File: config.mk
export PLATFORM = sky130hd
export DESIGN_NAME = pulse_timer_mc
export DESIGN_NICKNAME = d
export VERILOG_FILES = /design/src/rtl/pulse_timer_pkg.sv /design/src/rtl/pulse_timer_ch.sv /design/src/rtl/pulse_timer_mc.sv
export SDC_FILE = /design/constraint.sdc
export NUM_CORES = 1
export LEC_CHECK = 0
export CAP_MARGIN = 20
export CELL_PAD_IN_SITES_DETAIL_PLACEMENT = 0
export CELL_PAD_IN_SITES_GLOBAL_PLACEMENT = 2
export CORE_MARGIN = 3
export CORE_UTILIZATION = 38
export DETAILED_ROUTE_END_ITERATION = 8
export PLACE_DENSITY = 0.95
export RECOVER_POWER = 50
export SKIP_LAST_GASP = 1
export SYNTH_ARGS = -nofsm -noshare
export SYNTH_HDL_FRONTEND = slang
export SYNTH_SLANG_ARGS = --single-unit
File: constraint.sdc
create_clock -name clk -period 4.5 [get_ports clk]
set_input_delay 0.9 -clock clk [delete_from_list [all_inputs] [get_ports clk]]
set_output_delay 0.9 -clock clk [all_outputs]
set_load 0.01 [all_outputs]
File: src/rtl/pulse_timer_pkg.sv
// Shared types and constants for the multi-channel start/done pulse timer.
package pulse_timer_pkg;

  typedef enum logic [1:0] {IDLE, RUN, DONE, HOLD} tmr_state_t;

  localparam int EVCNT_W = 8;

endpackage

File: src/rtl/pulse_timer_ch.sv
// One pulse-timer channel: measures start high time, ends on release or limit.
// Optional per-channel timeout event counter enabled by PULSE_TIMER_EVCNT_EN.
module pulse_timer_ch
  import pulse_timer_pkg::*;
#(
  parameter int N = 3
) (
  input  logic         clk,
  input  logic         reset_n,
  input  logic         start,
  input  logic [N-1:0] limit,
  output logic         busy,
  output logic         done,
  output logic         timeout,
  output logic [N-1:0] len
`ifdef PULSE_TIMER_EVCNT_EN
  ,
  output logic [EVCNT_W-1:0] tmo_cnt
`endif
);

  tmr_state_t   state;
  logic [N-1:0] cnt;
  logic [N-1:0] lim_q;
  logic [N-1:0] lim_eff;

  // A zero limit means "run to the top of the counter" so it never wraps.
  always_comb begin
    lim_eff = lim_q;
    if (lim_q == '0) lim_eff = '1;
  end

  always_ff @(posedge clk or negedge reset_n) begin
    if (!reset_n) begin
      state   <= IDLE;
      cnt     <= '0;
      lim_q   <= '0;
      busy    <= 1'b0;
      done    <= 1'b0;
      timeout <= 1'b0;
      len     <= '0;
`ifdef PULSE_TIMER_EVCNT_EN
      tmo_cnt <= '0;
`endif
    end else begin
      done <= 1'b0;
      case (state)
        IDLE: begin
          cnt <= '0;
          if (start) begin
            state <= RUN;
            lim_q <= limit;
            busy  <= 1'b1;
          end
        end
        RUN: begin
          // Release wins over a simultaneous limit hit.
          if (!start) begin
            state   <= DONE;
            len     <= cnt;
            timeout <= 1'b0;
            busy    <= 1'b0;
            done    <= 1'b1;
          end else if (cnt == lim_eff) begin
            state   <= DONE;
            len     <= cnt;
            timeout <= 1'b1;
            busy    <= 1'b0;
            done    <= 1'b1;
`ifdef PULSE_TIMER_EVCNT_EN
            if (tmo_cnt != '1) tmo_cnt <= tmo_cnt + 1'b1;
`endif
          end else begin
            cnt <= cnt + 1'b1;
          end
        end
        DONE: begin
          cnt   <= '0;
          state <= start ? HOLD : IDLE;
        end
        HOLD: begin
          // A start still held from the last run must drop before re-arming.
          if (!start) state <= IDLE;
        end
        default: state <= IDLE;
      endcase
    end
  end

endmodule

File: src/rtl/pulse_timer_mc.sv
// Multi-channel start/done pulse timer: NCH independent pulse_timer_ch copies.
// Build with PULSE_TIMER_EVCNT_EN to expose per-channel timeout event counters.
module pulse_timer_mc
  import pulse_timer_pkg::*;
#(
  parameter int N   = 3,
  parameter int NCH = 4
) (
  input  logic             clk,
  input  logic             reset_n,
  input  logic [NCH-1:0]   start,
  input  logic [NCH*N-1:0] limit,
  output logic [NCH-1:0]   busy,
  output logic [NCH-1:0]   done,
  output logic [NCH-1:0]   timeout,
  output logic [NCH*N-1:0] len
`ifdef PULSE_TIMER_EVCNT_EN
  ,
  output logic [NCH*EVCNT_W-1:0] tmo_cnt
`endif
);

  for (genvar gi = 0; gi < NCH; gi++) begin : g_ch
    pulse_timer_ch #(.N(N)) u_ch (
      .clk     (clk),
      .reset_n (reset_n),
      .start   (start[gi]),
      .limit   (limit[gi*N +: N]),
      .busy    (busy[gi]),
      .done    (done[gi]),
      .timeout (timeout[gi]),
      .len     (len[gi*N +: N])
`ifdef PULSE_TIMER_EVCNT_EN
      ,
      .tmo_cnt (tmo_cnt[gi*EVCNT_W +: EVCNT_W])
`endif
    );
  end

endmodule

==> results.md <==
* Syn_nets at 260
* Hold depth at 1
* DRT iter0 DRCs at between 40 and 50
* FF-to-FF Start: g_ch[0].u_ch.cnt[2]$_DFFE_PN0P_
* Hold_buf cts at 0
* Endpoints failing setup at 0
* Gate Count Post-Synth at between 200 and 250
* CTS resizes at 0
* Bufs on Longest Clock Path at 2
* Std-Cell Rows at 30
* First-pass DRT Iterations at 4
* Min-Delay Startpoint: g_ch[3].u_ch.timeout$_DFFE_PN0P_
* Pint at about 0.001 W
* R2R depth at 5
* Worst hold-check path type: reg -> reg
* Synth cell types at ~40
* Hold Violations, Final at 0
* PwrDens at approximately 440 nW/µm²
* Final worst-path cycle share at 0.574
* Worst path arrival time at between 2 and 3 ns
* Clk root buf: clkbuf_8
* Post-CTS Setup Bufs at 0
* Largest net degree at the start of global routing at 57
* CP Data Required Time at 4.70 ns
* # port buffers at 41
* Inst Count DP at 360
* Inserted Clock Buffers at 5
* # DRC at 0
* Starting Density at 0.400
* Clk network pwr share at 0.226
* Routability cong. at around 0.76
* Main synth FF type: dfrtp_1
* Die X at ~91 µm
* Gr ovfl total at 0
* Asr flop ratio synth at 1.00
* Initial antenna violation count at 0
* Yosys warning total at 0
* DR vias at ~1800
* FMAX at around 0.39 GHz
* Worst-path fanout max at 10
* Area Growth Syn to Fin at 17.7%
* Leakage at between 1 and 1.5 nW
* Core area at ~6900 µm²
* Post-synth EDFFs at 0
* Routed Wire Length at approximately 4600 µm
* Post-Syn Area at 2760 µm²
* Switching share of total power at 0.289
* Crit path launch type: flop
* Tmin final at 2.58 ns
* Slew margin rel. at 0.255
* Synth area leaders: dfrtp_1 (51%), mux2_2 (7.3%), nand2_1 (3.9%)
* Vias in the first global route at around 1700
* Setup TNS at 0 ns
* Layout Nets at between 200 and 300
* RSZ-0062 raised after global routing: false
* DRT antenna net count at 0
* Comb power frac at 0.273
* Synth Area per Inst at 11.6 µm²
* Worst Tran Pin Value at between 1 and 1.5 ns
* Fin cells at 368
* Via-to-Cell Ratio at roughly 4.8
* Die Ht at approximately 91 µm
* Peak supply drop at approximately 0.00015 V
* Seq/Total Area, Yosys at 0.507
* Sequential Power Share at 0.501
* Final Max Tran Viols at 0
* Diode count at 0
* Flops & latches, synth at 56
* Reg clk slew, reported paths at ~0.10 ns
* Crit. End Element: flop
* Crit Path Class: reg -> reg
* Htree depth at 2
* First-pass GRT wire length at about 8000 µm
* Clk sink count at 56
* Share of layout cells above drive strength 1 at 0.158
* Net Sw Power at approximately 0.00041 W
* Wirelength per Cell at between 10 and 15 µm
* DIE AREA at 8330 µm²
* Top-area cell type share of the netlist area at 0.507
* Clock Latency Late Sink at ~0.3 ns
* Clock Skews at approximately 0.0045 ns
* Final HPWL from detailed placement at 3260 µm
* Gr usage total at 0.117
* Ports at 42
* CTS tree: done
* Max-cap violation count at 0
* CP startpoint: g_ch[0].u_ch.cnt[2]$_DFFE_PN0P_
* Status: completed
* Yosys top cell by area: dfrtp_1
-- synthesized netlist by cell type (4+ instances only) --
master    count
nor2_1       11
ha_1          4
dfrtp_1      56
inv_1         7
xnor2_1       6
mux2_4        6
mux2i_1      10
buf_4        12
mux2_2       18
nand2b_1     14
nand2_1      29
nand3_1       8
nor2b_1       9
-- critical path: stages (launching register included) --
cell and delay [ns]:
dfrtp_1 0.48, mux2i_1 0.15, or2_2 0.27, a211oi_1 0.92, a21oi_1 0.29, mux2_2 0.36
-- metrics by stage --
step	setup WS [ns]	hold WS (ns)	total power, W	util	cell area, µm²
final	1.92	0.497	0.00142	0.471	3250
after global routing	1.71	0.526	0.00152	0.471	3250
after CTS	2.26	0.503	0.00147	0.477	3300
after detailed placement	1.93	0.480	0.00114	0.462	3190
after global placement	1.97	0.471	0.00113	0.462	3190
after floorplan	2.56	0.461	0.00100	-	2760
-- area by class of cell --
type	count	area, µm²
Clock inverter	2	35.0
Sequential cell	56	1400
Fill cell	665	3660
Inverter	7	26.3
Clock buffer	6	72.6
Tap cell	96	120
Timing Repair Buffer	42	413
Multi-Input combinational cell	159	1180
-- state kept, by name, summed over array words and instances, names as in the netlist --
register,cells
g_ch.u_ch.state,8
g_ch.u_ch.timeout,4
g_ch.u_ch.busy,4
g_ch.u_ch.cnt,12
g_ch.u_ch.done,4
g_ch.u_ch.lim_q,12
g_ch.u_ch.len,12
-- kinds of logic after synthesis --
family | share of synthesized area
compound gates | 0.0947
flops | 0.507
mux | 0.142
simple gates | 0.167
xor+xnor | 0.0222
buf+inv | 0.0485
fa+ha+maj | 0.0181
-- power by group through the flow --
stage          sequential, W  clock, W  combinational (W)
2_1_floorplan       0.000703         0           0.000297
5_1_grt             0.000735  0.000354           0.000431
3_5_place_dp        0.000726         0           0.000412
3_3_place_gp        0.000725         0           0.000403
6_report            0.000711  0.000321           0.000387
4_1_cts             0.000716  0.000336           0.000413
-- layer usage --
layer	vias up	routed length [µm]	global-route usage	share of wire
li1	878	-	-	-
met1	854	2250	0.162	0.49
met2	31	2180	0.182	0.47
met3	4	169	0.0282	0.036
met4	0	42	0.0339	0.0091
met5	-	0	0	0
-- worst paths after layout --
kind	end	slack (ns)
setup / recovery	g_ch[0].u_ch.len[1]$_DFFE_PN0P_	1.92
hold / removal	g_ch[3].u_ch.timeout$_DFFE_PN0P_	0.50
setup reg to reg	g_ch[0].u_ch.len[1]$_DFFE_PN0P_	1.92
hold reg to reg	g_ch[3].u_ch.timeout$_DFFE_PN0P_	0.50
max in group asynchronous	g_ch[3].u_ch.cnt[1]$_DFFE_PN0P_	3.32
min in group asynchronous	g_ch[2].u_ch.cnt[0]$_DFFE_PN0P_	0.73
-- cell usage in the layout, fill, tap and decap left out, types with 7 or more instances in the layout --
| master | netlist | layout |
|---|---|---|
| nand2_1 | 29 | 29 |
| inv_1 | 7 | 7 |
| dfrtp_1 | 56 | 56 |
| nand2b_1 | 14 | 14 |
| mux2_2 | 18 | 18 |
| nor2_1 | 11 | 11 |
| nor2b_1 | 9 | 9 |
| mux2i_1 | 10 | 10 |
| nand3_1 | 8 | 8 |
| clkdlybuf4s50_1 | 0 | 39 |
Power figures use the tool's default switching activity.
